===== src/rtl/display_scan_controller.sv =====
// Time-multiplexes four active-low 7-segment patterns onto a shared 4-anode display.
// New content is accepted only at frame boundaries so a frame never mixes old and new patterns.
//
//   state   | meaning
//   --------+-------------------------------------------------------
//   S_IDLE  | nothing enabled; display dark, waiting for an update
//   S_BLANK | start of a digit slot, all anodes off (anti-ghosting)
//   S_SHOW  | remainder of the slot, digit ptr driven
module display_scan_controller #(
  parameter int DIVIDE = 100000,
  parameter int BLANK  = 1000
) (
  input  logic        clk,
  input  logic        resetN,
  input  logic [27:0] digitSeg,
  input  logic [3:0]  digitEn,
  input  logic        updateReq,
  output logic        updateAck,
  output logic [3:0]  anode,
  output logic [6:0]  segOut,
  output logic        frameTick
);

  localparam int CW = $clog2(DIVIDE);
  localparam logic [CW-1:0] DIV_LAST   = CW'(DIVIDE - 1);
  localparam logic [CW-1:0] BLANK_LAST = CW'((BLANK > 0) ? BLANK - 1 : 0);

  typedef enum logic [1:0] {
    S_IDLE  = 2'd0,
    S_BLANK = 2'd1,
    S_SHOW  = 2'd2
  } state_t;

  localparam state_t SLOT_FIRST = (BLANK == 0) ? S_SHOW : S_BLANK;

  state_t         state_q, state_d;
  logic [1:0]     ptr_q, ptr_d;
  logic [CW-1:0]  count_q, count_d;
  logic [3:0]     shadow_en_q, shadow_en_d;
  logic [27:0]    shadow_seg_q, shadow_seg_d;
  logic [3:0]     anode_q, anode_d;
  logic [6:0]     seg_out_q, seg_out_d;
  logic           ack_q, tick_q, tick_d;
  logic           load;
  logic [1:0]     next_idx;

  function automatic logic [1:0] lowest_idx(input logic [3:0] en);
    lowest_idx = 2'd0;
    for (int i = 3; i >= 0; i--) begin
      if (en[i]) lowest_idx = 2'(i);
    end
  endfunction

  // Searches ptr+1..ptr+3 (smallest offset wins); falls back to ptr itself.
  function automatic logic [1:0] next_enabled(input logic [3:0] en, input logic [1:0] p);
    logic [1:0] idx;
    next_enabled = p;
    for (int i = 3; i >= 1; i--) begin
      idx = p + 2'(i);
      if (en[idx]) next_enabled = idx;
    end
  endfunction

  always_ff @(posedge clk or negedge resetN) begin
    if (!resetN) begin
      state_q      <= S_IDLE;
      ptr_q        <= 2'd0;
      count_q      <= '0;
      shadow_en_q  <= 4'h0;
      shadow_seg_q <= {4{7'h7F}};
      anode_q      <= 4'hF;
      seg_out_q    <= 7'h7F;
      ack_q        <= 1'b0;
      tick_q       <= 1'b0;
    end else begin
      state_q      <= state_d;
      ptr_q        <= ptr_d;
      count_q      <= count_d;
      shadow_en_q  <= shadow_en_d;
      shadow_seg_q <= shadow_seg_d;
      anode_q      <= anode_d;
      seg_out_q    <= seg_out_d;
      ack_q        <= load;
      tick_q       <= tick_d;
    end
  end

  always_comb begin
    state_d  = state_q;
    ptr_d    = ptr_q;
    count_d  = count_q;
    load     = 1'b0;
    tick_d   = 1'b0;
    next_idx = next_enabled(shadow_en_q, ptr_q);
    case (state_q)
      S_IDLE: begin
        if (updateReq) begin
          load = 1'b1;
          if (digitEn != 4'h0) begin
            ptr_d   = lowest_idx(digitEn);
            count_d = '0;
            state_d = SLOT_FIRST;
          end
        end
      end
      S_BLANK: begin
        count_d = count_q + 1'b1;
        if (count_q == BLANK_LAST) state_d = S_SHOW;
      end
      S_SHOW: begin
        if (count_q == DIV_LAST) begin
          count_d = '0;
          state_d = SLOT_FIRST;
          ptr_d   = next_idx;
          // A wrap (or a lone enabled digit) closes the frame: the only point a reload may land.
          if (next_idx <= ptr_q) begin
            tick_d = 1'b1;
            if (updateReq) begin
              load = 1'b1;
              if (digitEn == 4'h0) begin
                state_d = S_IDLE;
                ptr_d   = 2'd0;
              end else begin
                ptr_d = lowest_idx(digitEn);
              end
            end
          end
        end else begin
          count_d = count_q + 1'b1;
        end
      end
      default: state_d = S_IDLE;
    endcase
  end

  always_comb begin
    shadow_en_d  = load ? digitEn  : shadow_en_q;
    shadow_seg_d = load ? digitSeg : shadow_seg_q;
    anode_d      = 4'hF;
    seg_out_d    = 7'h7F;
    if (state_d == S_SHOW) begin
      anode_d = ~(4'b0001 << ptr_d);
      case (ptr_d)
        2'd0:    seg_out_d = shadow_seg_d[6:0];
        2'd1:    seg_out_d = shadow_seg_d[13:7];
        2'd2:    seg_out_d = shadow_seg_d[20:14];
        default: seg_out_d = shadow_seg_d[27:21];
      endcase
    end
  end

  assign anode     = anode_q;
  assign segOut    = seg_out_q;
  assign updateAck = ack_q;
  assign frameTick = tick_q;

endmodule


===== config.mk =====
export PLATFORM = sky130hd
export DESIGN_NAME = display_scan_controller
export DESIGN_NICKNAME = d
export VERILOG_FILES = /design/src/rtl/display_scan_controller.sv
export SDC_FILE = /design/constraint.sdc
export NUM_CORES = 1
export LEC_CHECK = 0
export ABC_AREA = 1
export BUFFER_PORTS_ARGS = -buffer_cell sky130_fd_sc_hd__buf_4
export CAP_MARGIN = 0
export CORE_MARGIN = 4
export CORE_UTILIZATION = 25
export DETAILED_ROUTE_END_ITERATION = 10
export PLACE_DENSITY_LB_ADDON = 0.2
export SLEW_MARGIN = 40
export SYNTH_ARGS = -nofsm -noshare
export SYNTH_HDL_FRONTEND = slang
export SYNTH_SLANG_ARGS = --single-unit

===== constraint.sdc =====
create_clock -name clk -period 3.1 [get_ports clk]
set_input_delay 0.775 -clock clk [delete_from_list [all_inputs] [get_ports clk]]
set_output_delay 0.775 -clock clk [all_outputs]
set_load 0.05 [all_outputs]

==> metrics.md, run 1 <==
| Metric | Value |
|---|---|
| Max Cap Viol | 0 |
| Relative slew slack | 0.585 |
| Met3 routed WL | 433 um |
| Syn_nets | 513 |
| Compound-Gate Fraction of Synth Area | 0.0791 |
| Pleak | 2.23 nW |
| Root Buffer | clkbuf_16 |
| Port Buffers | 47 |
| Clk sink count | 66 |
| Htree depth | 3 |
| Worst-Margin Slew | 0.616 ns |
| Max Used Layer | met4 |
| WL met1 | 4.73 mm |
| Leading post-synthesis cells by cell area | dfstp_2, dfrtp_1, nand2_1, nand2_2, inv_1 |
| Seq/Total Area, Yosys | 0.430 |
| Fin cells | 745 |
| Final ANT Viol Nets | 0 |
| # diodes | 0 |
| Tcrit/Tclk final | 0.912 |
| Final-report hold violation count | 0 |
| Switch Pwr | 1.69 mW |
| Skew final | 0.00759 ns |
| # IOs | 48 |
| FF+latch count, synth | 66 |
| DR DRC count | 0 |
| Top cell type's share of synthesized area | 0.259 |
| Internal | 2.63 mW |
| Die Y | 134 um |
| Row count | 45 |
| Via count | 3225 |
| First-pass GRT wire length | 16.6 mm |
| Final net count | 571 |
| Hold Slack | 0.443 ns |
| Grt total ovfl | 0 |
| Clock latency on the worst-skew pair | 0.34 ns |
| Hold Crit Class | in2async |
| Number of global-route vias before repair | 3296 |
| Placed Instances | 724 |
| Gate Count Post-Synth | 471 |
| VDD IR max | 0.000360 V |
| Iteration-0 DRC Markers | 177 |
| Total CTS buffers | 9 |
| Post-Synth Adder-Cell Area | 0.0221 |
| Detailed-placement wirelength estimate | 7.17 mm |
| Logic pwr share | 0.423 |
| CTS Hold Bufs | 0 |
| CP Max Fanout | 22 |
| Die area | 0.0179 sq mm |
| Total Wirelength | 9.73 mm |
| Worst setup EP type | register |
| Clock Power Share | 0.264 |
| Met2 WL post-DR | 4.40 mm |
| Clock-pin slew on the worst setup and hold paths | 0.06 ns |
| RSZ-0062 raised after global routing | false |
| Mapped Avg Cell Area | 8.40 sq um |
| Largest family of logic cells by synthesized area | simple AND/OR/NAND/NOR gates |
| Syn. warnings | 0 |
| Largest net degree at the start of global routing | 67 |
| Layout cells sized above 1 | 0.397 |
| Switching share of power | 0.391 |
| Status | complete, no violations |
| CTS tree | built |
| Initial Util | 0.257 |
| Max Fclk | 354 MHz |
| Area grow syn2layout | 23.5% |
| WL per Instance | 13.1 um |
| Synthesized cell area | 0.00396 sq mm |
| PwrDens | 884 mW/mm^2 |
| TritonRoute pass-1 iters | 4 |
| Post-synthesis mux area share | 0 |
| Synth cell types | 44 |
| Chip width | 134 um |
| Cell taking the most area after synthesis | dfstp_2 |
| Worst endpoint required time | 3.37 ns |
| Antenna violations before repair | 0 |
| Post-Route Utilization | 0.318 |
| Critical path arrival | 3.09 ns |
| # setup viols final | 0 |
| Total core area | 0.0154 sq mm |
| Synth Area in Simple Gates | 0.376 |
| Critical path launch point type | register |
| Routability cong. | 0.838 |
| Post-Synth XOR/XNOR Area | 0.00664 |
| Period minus WS final | 2.83 ns |
| Max-slew violations | 0 |
| Final setup TNS | 0 ns |
| Total track usage | 0.117 |
| Worst Setup Path Type | reg2reg |
| Vias/cell | 4.33 |
| Max clock buf depth | 2 |
| Sequential power share | 0.313 |
kinds of logic (layout without fill, tap and decap cells):
family,Yosys count,in the layout
and+or+nand+nor,282,282
DFF,66,66
buffers and inverters,65,128
AOI/OAI and AO/OA,48,48
adders and majority gates,7,7
xor gates and xnor gates,3,3
stage by stage:
stage | total power [mW] | worst slack [ns] | area, sq um
global placement | 3.16 | 0.174 | 4500
detailed placement | 3.16 | 0.152 | 4500
global route | 4.69 | 0.0223 | 4890
floorplan | 2.82 | 0.605 | 3960
CTS | 4.34 | 0.129 | 4850
finish | 4.32 | 0.273 | 4890
synth_stat cells (all sizes together):
cell type and n:
o211ai 1, a21boi 1, a2bb2oi 1, o22ai 1, dfrtp 27, nor3 7, a31oi 2, o21bai 1
o21ai 27, nor2 45, o21a 1, nor4 1, o221a 1, nand4 13, nand3 45, buf 10
ha 7, inv 54, a21oi 12, dfstp 39, nor3b 1, clkinv 1, or2 7, nand2 163
xor2 3
worst max-delay path: stages (launching register included):
cell and delay [ns]:
dfrtp_2 0.43, clkbuf_2 0.20, nand2_1 0.08, nand2_2 0.11, nand3_1 0.09, nand2_2 0.10
nand2_2 0.06, nand2_2 0.07, nand2_1 0.05, ha_1 0.17, o21bai_1 0.14, nand2_1 0.12
nand4_4 0.13, nand2_4 0.11, nand2_8 0.14, inv_6 0.10, or2_2 0.28, o21ai_1 0.12
nor2_1 0.08, nor2_1 0.10, nand2_1 0.06
final cells by class:
class                   instances  area [sq um]
fillers                      1641         10500
inverters                      55           221
multi-input cells             340          1920
well taps                     211           264
clock buffers                  12           289
clock inverters                 4          52.6
flip-flops and latches         66          1700
repair buffers                 57           442
placed cells by master (no fill, tap or decap), drive strengths merged, types with 7 or more instances in the layout:
cell / count
a21oi: 12
buf: 56
clkbuf: 13
dfrtp: 27
dfstp: 39
ha: 7
inv: 55
nand2: 163
nand3: 45
nand4: 13
nor2: 45
nor3: 7
o21ai: 27
or2: 7
path summary, 6_finish.rpt:
path / startpoint / endpoint / cells after the start / slack (ns)
hold reg to reg: shadow_seg_q[13]$_DFF_PN1_ / shadow_seg_q[13]$_DFF_PN1_ / 2 / 0.47
hold / removal: resetN / count_q[3]$_DFFE_PN0P_ / 1 / 0.44
setup / recovery: ptr_q[0]$_DFF_PN0_ / segOut[0]$_DFF_PN1_ / 20 / 0.27
setup reg to reg: ptr_q[0]$_DFF_PN0_ / segOut[0]$_DFF_PN1_ / 20 / 0.27
max in group asynchronous: resetN / ptr_q[0]$_DFF_PN0_ / 1 / 2.20
min in group clk: shadow_seg_q[13]$_DFF_PN1_ / shadow_seg_q[13]$_DFF_PN1_ / 2 / 0.47
registers in the layout, summed over array words and instances (netlist names):
signal	count
shadow_seg_q	28
count_q	17
segOut	7
anode	4
shadow_en_q	4
ptr_q	2
state_q	2
frameTick	1
updateAck	1
repair_timing:
item,CTS,global route
setup buffers,0,5
gates resized for setup,0,3
setup endpoints to repair,0,7
per-layer routing:
metal / track usage / vias up
li1: - / 1628
met1: 0.154 / 1526
met2: 0.182 / 58
met3: 0.0345 / 13
met4: 0.0400 / 0
met5: 0 / -
power by group through the flow:
stage               Combinational (mW)  Clock [mW]  Sequential [mW]
detailed placement                1.79           0             1.37
global route                      2.08        1.22             1.38
finish                            1.83        1.14             1.35
CTS                               1.80        1.18             1.36
global placement                  1.79           0             1.37
floorplan                         1.48           0             1.34
(Power assumes the default switching activity.)
==> run 2, diff against run 1 <==
BUFFER_PORTS_ARGS = -buffer_cell sky130_fd_sc_hd__buf_2   (was -buffer_cell sky130_fd_sc_hd__buf_4)
==> metrics.md, run 2 (synthesis results as in run 1) <==
| Metric | Value |
|---|---|
| Largest net degree at the start of global routing | 51 (-24%) |
| CP Max Fanout | 22 (unchanged) |
| Largest register FFs | 28 (unchanged) |
| Chip width | 134 um (unchanged) |
| Critical path launch point type | register |
| Worst setup EP type | register |
| CTS Hold Bufs | 0 (unchanged) |
| Multi-input gate area in the final layout | 0.00192 sq mm (unchanged) |
| Number of global-route vias before repair | 3314 (+0.55%) |
| Max-slew violations | 0 (unchanged) |
| Fin area | 0.00472 sq mm (-3.5%) |
| Via count | 3243 (+0.56%) |
| Total track usage | 0.115 (-0.00176) |
| DR DRC count | 0 (unchanged) |
| Worst setup endpoint | segOut[3]$_DFF_PN1_ |
| CTS tree | built |
| Initial Util | 0.257 (unchanged) |
| Filler cell count | 1650 (+0.55%) |
| Status | complete, no violations |
| Clock-pin slew on the worst setup and hold paths | 0.06 ns (about the same) |
| Relative slew slack | 0.641 (+0.0562) |
| # diodes | 0 (unchanged) |
| Pleak | 2.14 nW (-3.7%) |
| Reg-to-Reg End | segOut[3]$_DFF_PN1_ |
| Routability cong. | 0.825 (-1.5%) |
| WL per Instance | 13.2 um (+1.3%) |
| Most frequent cells in the layout | nand2_1, nand2_2, inv_1, buf_2, dfstp_2 |
| Max Fclk | 355 MHz (+0.33%) |
| PwrDens | 874 mW/mm^2 (-1.1%) |
| Most common cell after layout, fill and taps aside | nand2_1 |
| Skew final | 0.0100 ns (+0.00241 ns) |
| Htree depth | 3 (unchanged) |
| Layout cells sized above 1 | 0.394 (-0.00261) |
| Total Wirelength | 9.87 mm (+1.4%) |
| Die Y | 134 um (unchanged) |
| Final net count | 572 (+0.18%) |
| Total CTS buffers | 9 (unchanged) |
| # setup viols final | 0 (unchanged) |
| Max clock buf depth | 2 (unchanged) |
| Row count | 45 (unchanged) |
| Root Buffer | clkbuf_16 |
| Vias/cell | 4.35 (+0.42%) |
| Antenna violations before repair | 0 (unchanged) |
| Tcrit/Tclk final | 0.909 (-0.00304) |
| Post-place instance area | 0.00440 sq mm (-2.4%) |
| Worst endpoint required time | 3.36 ns (about the same) |
| FF/Latch Area | 0.00170 sq mm (unchanged) |
| R2R depth | 19 (-5.0%) |
| Top reg by flops | shadow_seg_q |
| Total core area | 0.0154 sq mm (unchanged) |
| Final Power | 4.12 mW (-4.6%) |
| Final-report hold violation count | 0 (unchanged) |
| Clk sink count | 66 (unchanged) |
| R2R Path Start | ptr_q[0]$_DFF_PN0_ |
| Iteration-0 DRC Markers | 251 (+42%) |
| Final setup TNS | 0 ns (unchanged) |
| RSZ-0062 raised after global routing | false |
| Port Buffers | 47 (unchanged) |
| TritonRoute pass-1 iters | 4 (unchanged) |
| Critical path arrival | 3.08 ns (about the same) |
| Die area | 0.0179 sq mm (unchanged) |
| Area grow syn2layout | 19.3% |
| Clock latency on the worst-skew pair | 0.33 ns (about the same) |
| Detailed-placement wirelength estimate | 7.26 mm (+1.2%) |
| Post-Route Utilization | 0.307 (-0.0110) |
| Max Cap Viol | 0 (unchanged) |
| Internal reg-to-reg setup slack | 0.28 ns (about the same) |
| CP startpoint | ptr_q[0]$_DFF_PN0_ |
| Worst-Margin Slew | 0.532 ns (-0.0834 ns) |
| Hold Crit Class | in2async |
| Final ANT Viol Nets | 0 (unchanged) |
| First-pass GRT wire length | 16.6 mm (about the same) |
| VDD IR max | 0.000300 V (-17%) |
| Period minus WS final | 2.82 ns (-0.00941 ns) |
| # IOs | 48 (unchanged) |
| Worst Setup Path Type | reg2reg |
| Grt total ovfl | 0 (unchanged) |
[run 2: changes by cell type in the layout (fill, tap and decap cells not counted), moves of 2 or more]
| cell | before | now |
|---|---|---|
| clkbuf_16 | 11 | 9 |
| buf_2 | 0 | 47 |
| buf_4 | 54 | 8 |
| clkinvlp_4 | 1 | 3 |
| clkbuf_1 | 0 | 2 |
[run 2: layout make-up]
class / instances / share of cell area
Clock buffer: 12 / 0.0522
Inverter: 55 / 0.0469
Clock inverter: 4 / 0.00583
Sequential cell: 66 / 0.361
Tap cell: 211 / 0.0560
Timing Repair Buffer: 58 / 0.0721
Multi-Input combinational cell: 340 / 0.406
[run 2: report_power, final]
group          internal [mW]  switching [mW]  total, mW
Combinational          0.648            1.17       1.82
Clock                  0.562           0.375      0.936
Sequential              1.23           0.137       1.37
Total                   2.44            1.69       4.12
[run 2: timing repair]
item	4_1_cts	5_1_grt
gates resized for setup	0	4
setup buffers	0	6
endpoints found under the setup margin	0	17
[run 2: worst min-delay path by stage]
stage | start | endpoint | slack [ns] | depth (start not counted)
floorplan | shadow_seg_q[19]$_DFF_PN1_ | shadow_seg_q[19]$_DFF_PN1_ | 0.45 | 2
global placement | shadow_seg_q[19]$_DFF_PN1_ | shadow_seg_q[19]$_DFF_PN1_ | 0.46 | 2
detailed placement | shadow_seg_q[19]$_DFF_PN1_ | shadow_seg_q[19]$_DFF_PN1_ | 0.46 | 2
CTS | resetN | count_q[3]$_DFFE_PN0P_ | 0.40 | 1
global route | resetN | count_q[3]$_DFFE_PN0P_ | 0.42 | 1
finish | resetN | count_q[3]$_DFFE_PN0P_ | 0.39 | 1
[run 2: per-stage QoR]
stage | setup WS, ns | hold WS [ns] | std cells
after floorplan | 0.605 | 0.449 | 471
after global placement | 0.0850 | 0.461 | 724
after detailed placement | 0.0792 | 0.462 | 724
after CTS | 0.0714 | 0.400 | 740
after global routing | 0.0271 | 0.424 | 746
final | 0.282 | 0.392 | 746
[run 2: worst max-delay path, cell delays in order, from the launching register on]
cell      delay, ns
dfrtp_2        0.45
clkbuf_2       0.19
nand3_1        0.07
nand2_1        0.11
nor2_4         0.05
nand2_1        0.07
a21boi_1       0.07
ha_1           0.29
inv_1          0.04
o21bai_1       0.11
nand2_1        0.12
nand4_4        0.13
nand2_4        0.11
nand2_8        0.15
inv_6          0.10
or2_2          0.29
o21ai_1        0.12
nor2_1         0.07
nor2_1         0.11
nand2_1        0.06
[run 2: layer usage]
metal	wire [um]	up-vias	global-route usage
met5	0	-	0
met4	125	0	0.0326
met3	453	13	0.0330
met2	4410	56	0.173
met1	4880	1544	0.161
li1	-	1630	-
==> run 3, diff against run 2 <==
GPL_ROUTABILITY_DRIVEN = 0   (was unset)
clock period = 3.3 ns   (was 3.1 ns; I/O delays follow)
==> metrics.md, run 3 (synthesis results as in run 1) <==
| Metric | Value |
|---|---|
| Status | complete, no violations |
| Placed Instances | 723 (-0.14%) |
| Worst endpoint required time | 3.57 ns (+0.21 ns) |
| Max Cap Viol | 0 (unchanged) |
| Multi-input gate area in the final layout | 0.00194 sq mm (+1.4%) |
| Total core area | 0.0154 sq mm (unchanged) |
| Tcrit/Tclk final | 0.892 (-0.0171) |
| Die area | 0.0179 sq mm (unchanged) |
| Via count | 3191 (-1.6%) |
| CP Max Fanout | 14 (-36%) |
| Area grow syn2layout | 19.2% (about the same) |
| Clock latency on the worst-skew pair | 0.34 ns (about the same) |
| Skew final | 0.00892 ns (-0.00109 ns) |
| Port Buffers | 47 (unchanged) |
| Hold Slack | 0.309 ns (-0.0833 ns) |
| Top reg by flops | shadow_seg_q |
| Relative slew slack | 0.616 (-0.0252) |
| FF/Latch Area | 0.00170 sq mm (unchanged) |
| Final-report hold violation count | 0 (unchanged) |
| Most frequent cells in the layout | nand2_1, nand2_2, inv_1, buf_2, dfstp_2 |
| Chip width | 134 um (unchanged) |
| # setup viols final | 0 (unchanged) |
| Filler cell count | 1647 (-0.18%) |
| Fin cells | 742 (-0.54%) |
| Final worst slack | 0.357 ns (+0.0745 ns) |
| Final ANT Viol Nets | 0 (unchanged) |
| TritonRoute pass-1 iters | 4 (unchanged) |
| Vias/cell | 4.30 (-1.1%) |
| # diodes | 0 (unchanged) |
| Row count | 45 (unchanged) |
| Largest net degree at the start of global routing | 63 (+24%) |
| Worst Setup Path Type | reg2reg |
| Clk sink count | 66 (unchanged) |
| Final setup TNS | 0 ns (unchanged) |
| Final net count | 568 (-0.70%) |
| Max-slew violations | 0 (unchanged) |
| Max Fclk | 340 MHz (-4.3%) |
| Hold Crit Class | in2async |
| Root Buffer | clkbuf_16 |
| # IOs | 48 (unchanged) |
| Grt total ovfl | 0 (unchanged) |
| Initial Util | 0.257 (unchanged) |
| Htree depth | 3 (unchanged) |
| Most common cell after layout, fill and taps aside | nand2_1 |
| CTS tree | built |
| First-pass GRT wire length | 16.9 mm (+1.8%) |
| Period minus WS final | 2.94 ns (+0.126 ns) |
| Critical path launch point type | register |
| Largest register FFs | 28 (unchanged) |
| Critical path arrival | 3.21 ns (+0.13 ns) |
| PwrDens | 830 mW/mm^2 (-5.1%) |
| WL per Instance | 13.4 um (+1.1%) |
| Total track usage | 0.118 (+0.00282) |
| Die Y | 134 um (unchanged) |
| Antenna violations before repair | 0 (unchanged) |
| Total CTS buffers | 9 (unchanged) |
| Pleak | 2.14 nW (-0.10%) |
| Total Wirelength | 9.92 mm (+0.56%) |
| Detailed-placement wirelength estimate | 7.20 mm (-0.75%) |
| Number of global-route vias before repair | 3417 (+3.1%) |
| Worst setup EP type | register |
| Max clock buf depth | 2 (unchanged) |
| Clock-pin slew on the worst setup and hold paths | 0.06 ns (about the same) |
| Place WS | 0.0985 ns (+0.0193 ns) |
| Iteration-0 DRC Markers | 184 (-27%) |
| VDD IR max | 0.000341 V (+14%) |
| Layout cells sized above 1 | 0.392 (-0.00268) |
| Worst-Margin Slew | 0.570 ns (+0.0374 ns) |
| DR DRC count | 0 (unchanged) |
[run 3: cell count changes in the layout (fill, tap and decap cells not counted), sizes merged]
cell      previous run  this run
inv                 54        56
buf                 57        53
clkinvlp             3         1
clkbuf              13        11
clkinv               2         3
nand2              163       164
[run 3: metal layers]
metal / vias to the layer above / GRT usage / wire length (um)
met4: 0 / 0.0446 / 180
met5: - / 0 / 0
li1: 1624 / - / -
met2: 55 / 0.182 / 4490
met3: 14 / 0.0330 / 384
met1: 1498 / 0.157 / 4870
[run 3: cell type report]
class | count | area share
repair buffers | 53 | 0.0621
flip-flops and latches | 66 | 0.361
clock inverters | 5 | 0.00743
multi-input cells | 341 | 0.412
inverters | 55 | 0.0475
well taps | 211 | 0.0560
clock buffers | 11 | 0.0539
[run 3: final timing paths]
| check | from | endpoint | slack (ns) | depth (start not counted) |
|---|---|---|---|---|
| setup / recovery | ptr_q[0]$_DFF_PN0_ | segOut[5]$_DFF_PN1_ | 0.36 | 20 |
| hold / removal | resetN | updateAck$_DFF_PN0_ | 0.31 | 1 |
| setup reg to reg | ptr_q[0]$_DFF_PN0_ | segOut[5]$_DFF_PN1_ | 0.36 | 20 |
| hold reg to reg | shadow_seg_q[12]$_DFF_PN1_ | shadow_seg_q[12]$_DFF_PN1_ | 0.47 | 2 |
| max in group asynchronous | resetN | shadow_seg_q[15]$_DFF_PN1_ | 2.38 | 2 |
| min in group clk | shadow_seg_q[12]$_DFF_PN1_ | shadow_seg_q[12]$_DFF_PN1_ | 0.47 | 2 |
[run 3: power by group]
part | switching, mW | internal [mW]
clock network | 0.381 | 0.557
registers | 0.128 | 1.15
logic | 1.11 | 0.582
[run 3: what timing repair did]
action / 4_1_cts / 5_1_grt
endpoints found under the hold margin: 0 / 0
hold buffers: 0 / 0
resized for setup: 0 / 6
buffers inserted: 0 / 2
setup endpoints to repair: 0 / 7
[run 3: stage by stage]
step | power (mW) | area [sq um] | utilization
2_1_floorplan | 2.65 | 3960 | -
3_3_place_gp | 2.92 | 4380 | 0.285
3_5_place_dp | 2.93 | 4380 | 0.285
4_1_cts | 3.89 | 4660 | 0.303
5_1_grt | 4.24 | 4720 | 0.307
6_report | 3.91 | 4720 | 0.307
[run 3: critical path: stages, from the launching register on]
cell,delay (ns)
dfrtp_2,0.49
buf_4,0.18
nand3_1,0.06
nand2_1,0.09
nor2_4,0.14
nand2_1,0.07
a21boi_0,0.19
ha_1,0.27
inv_1,0.06
o21bai_1,0.06
nand2_1,0.14
nand4_4,0.13
nand2_4,0.17
nand2_8,0.13
buf_4,0.23
nand2_2,0.07
nand2_2,0.06
nand4_1,0.12
nand2_1,0.07
nor2_1,0.09
nand2_1,0.06
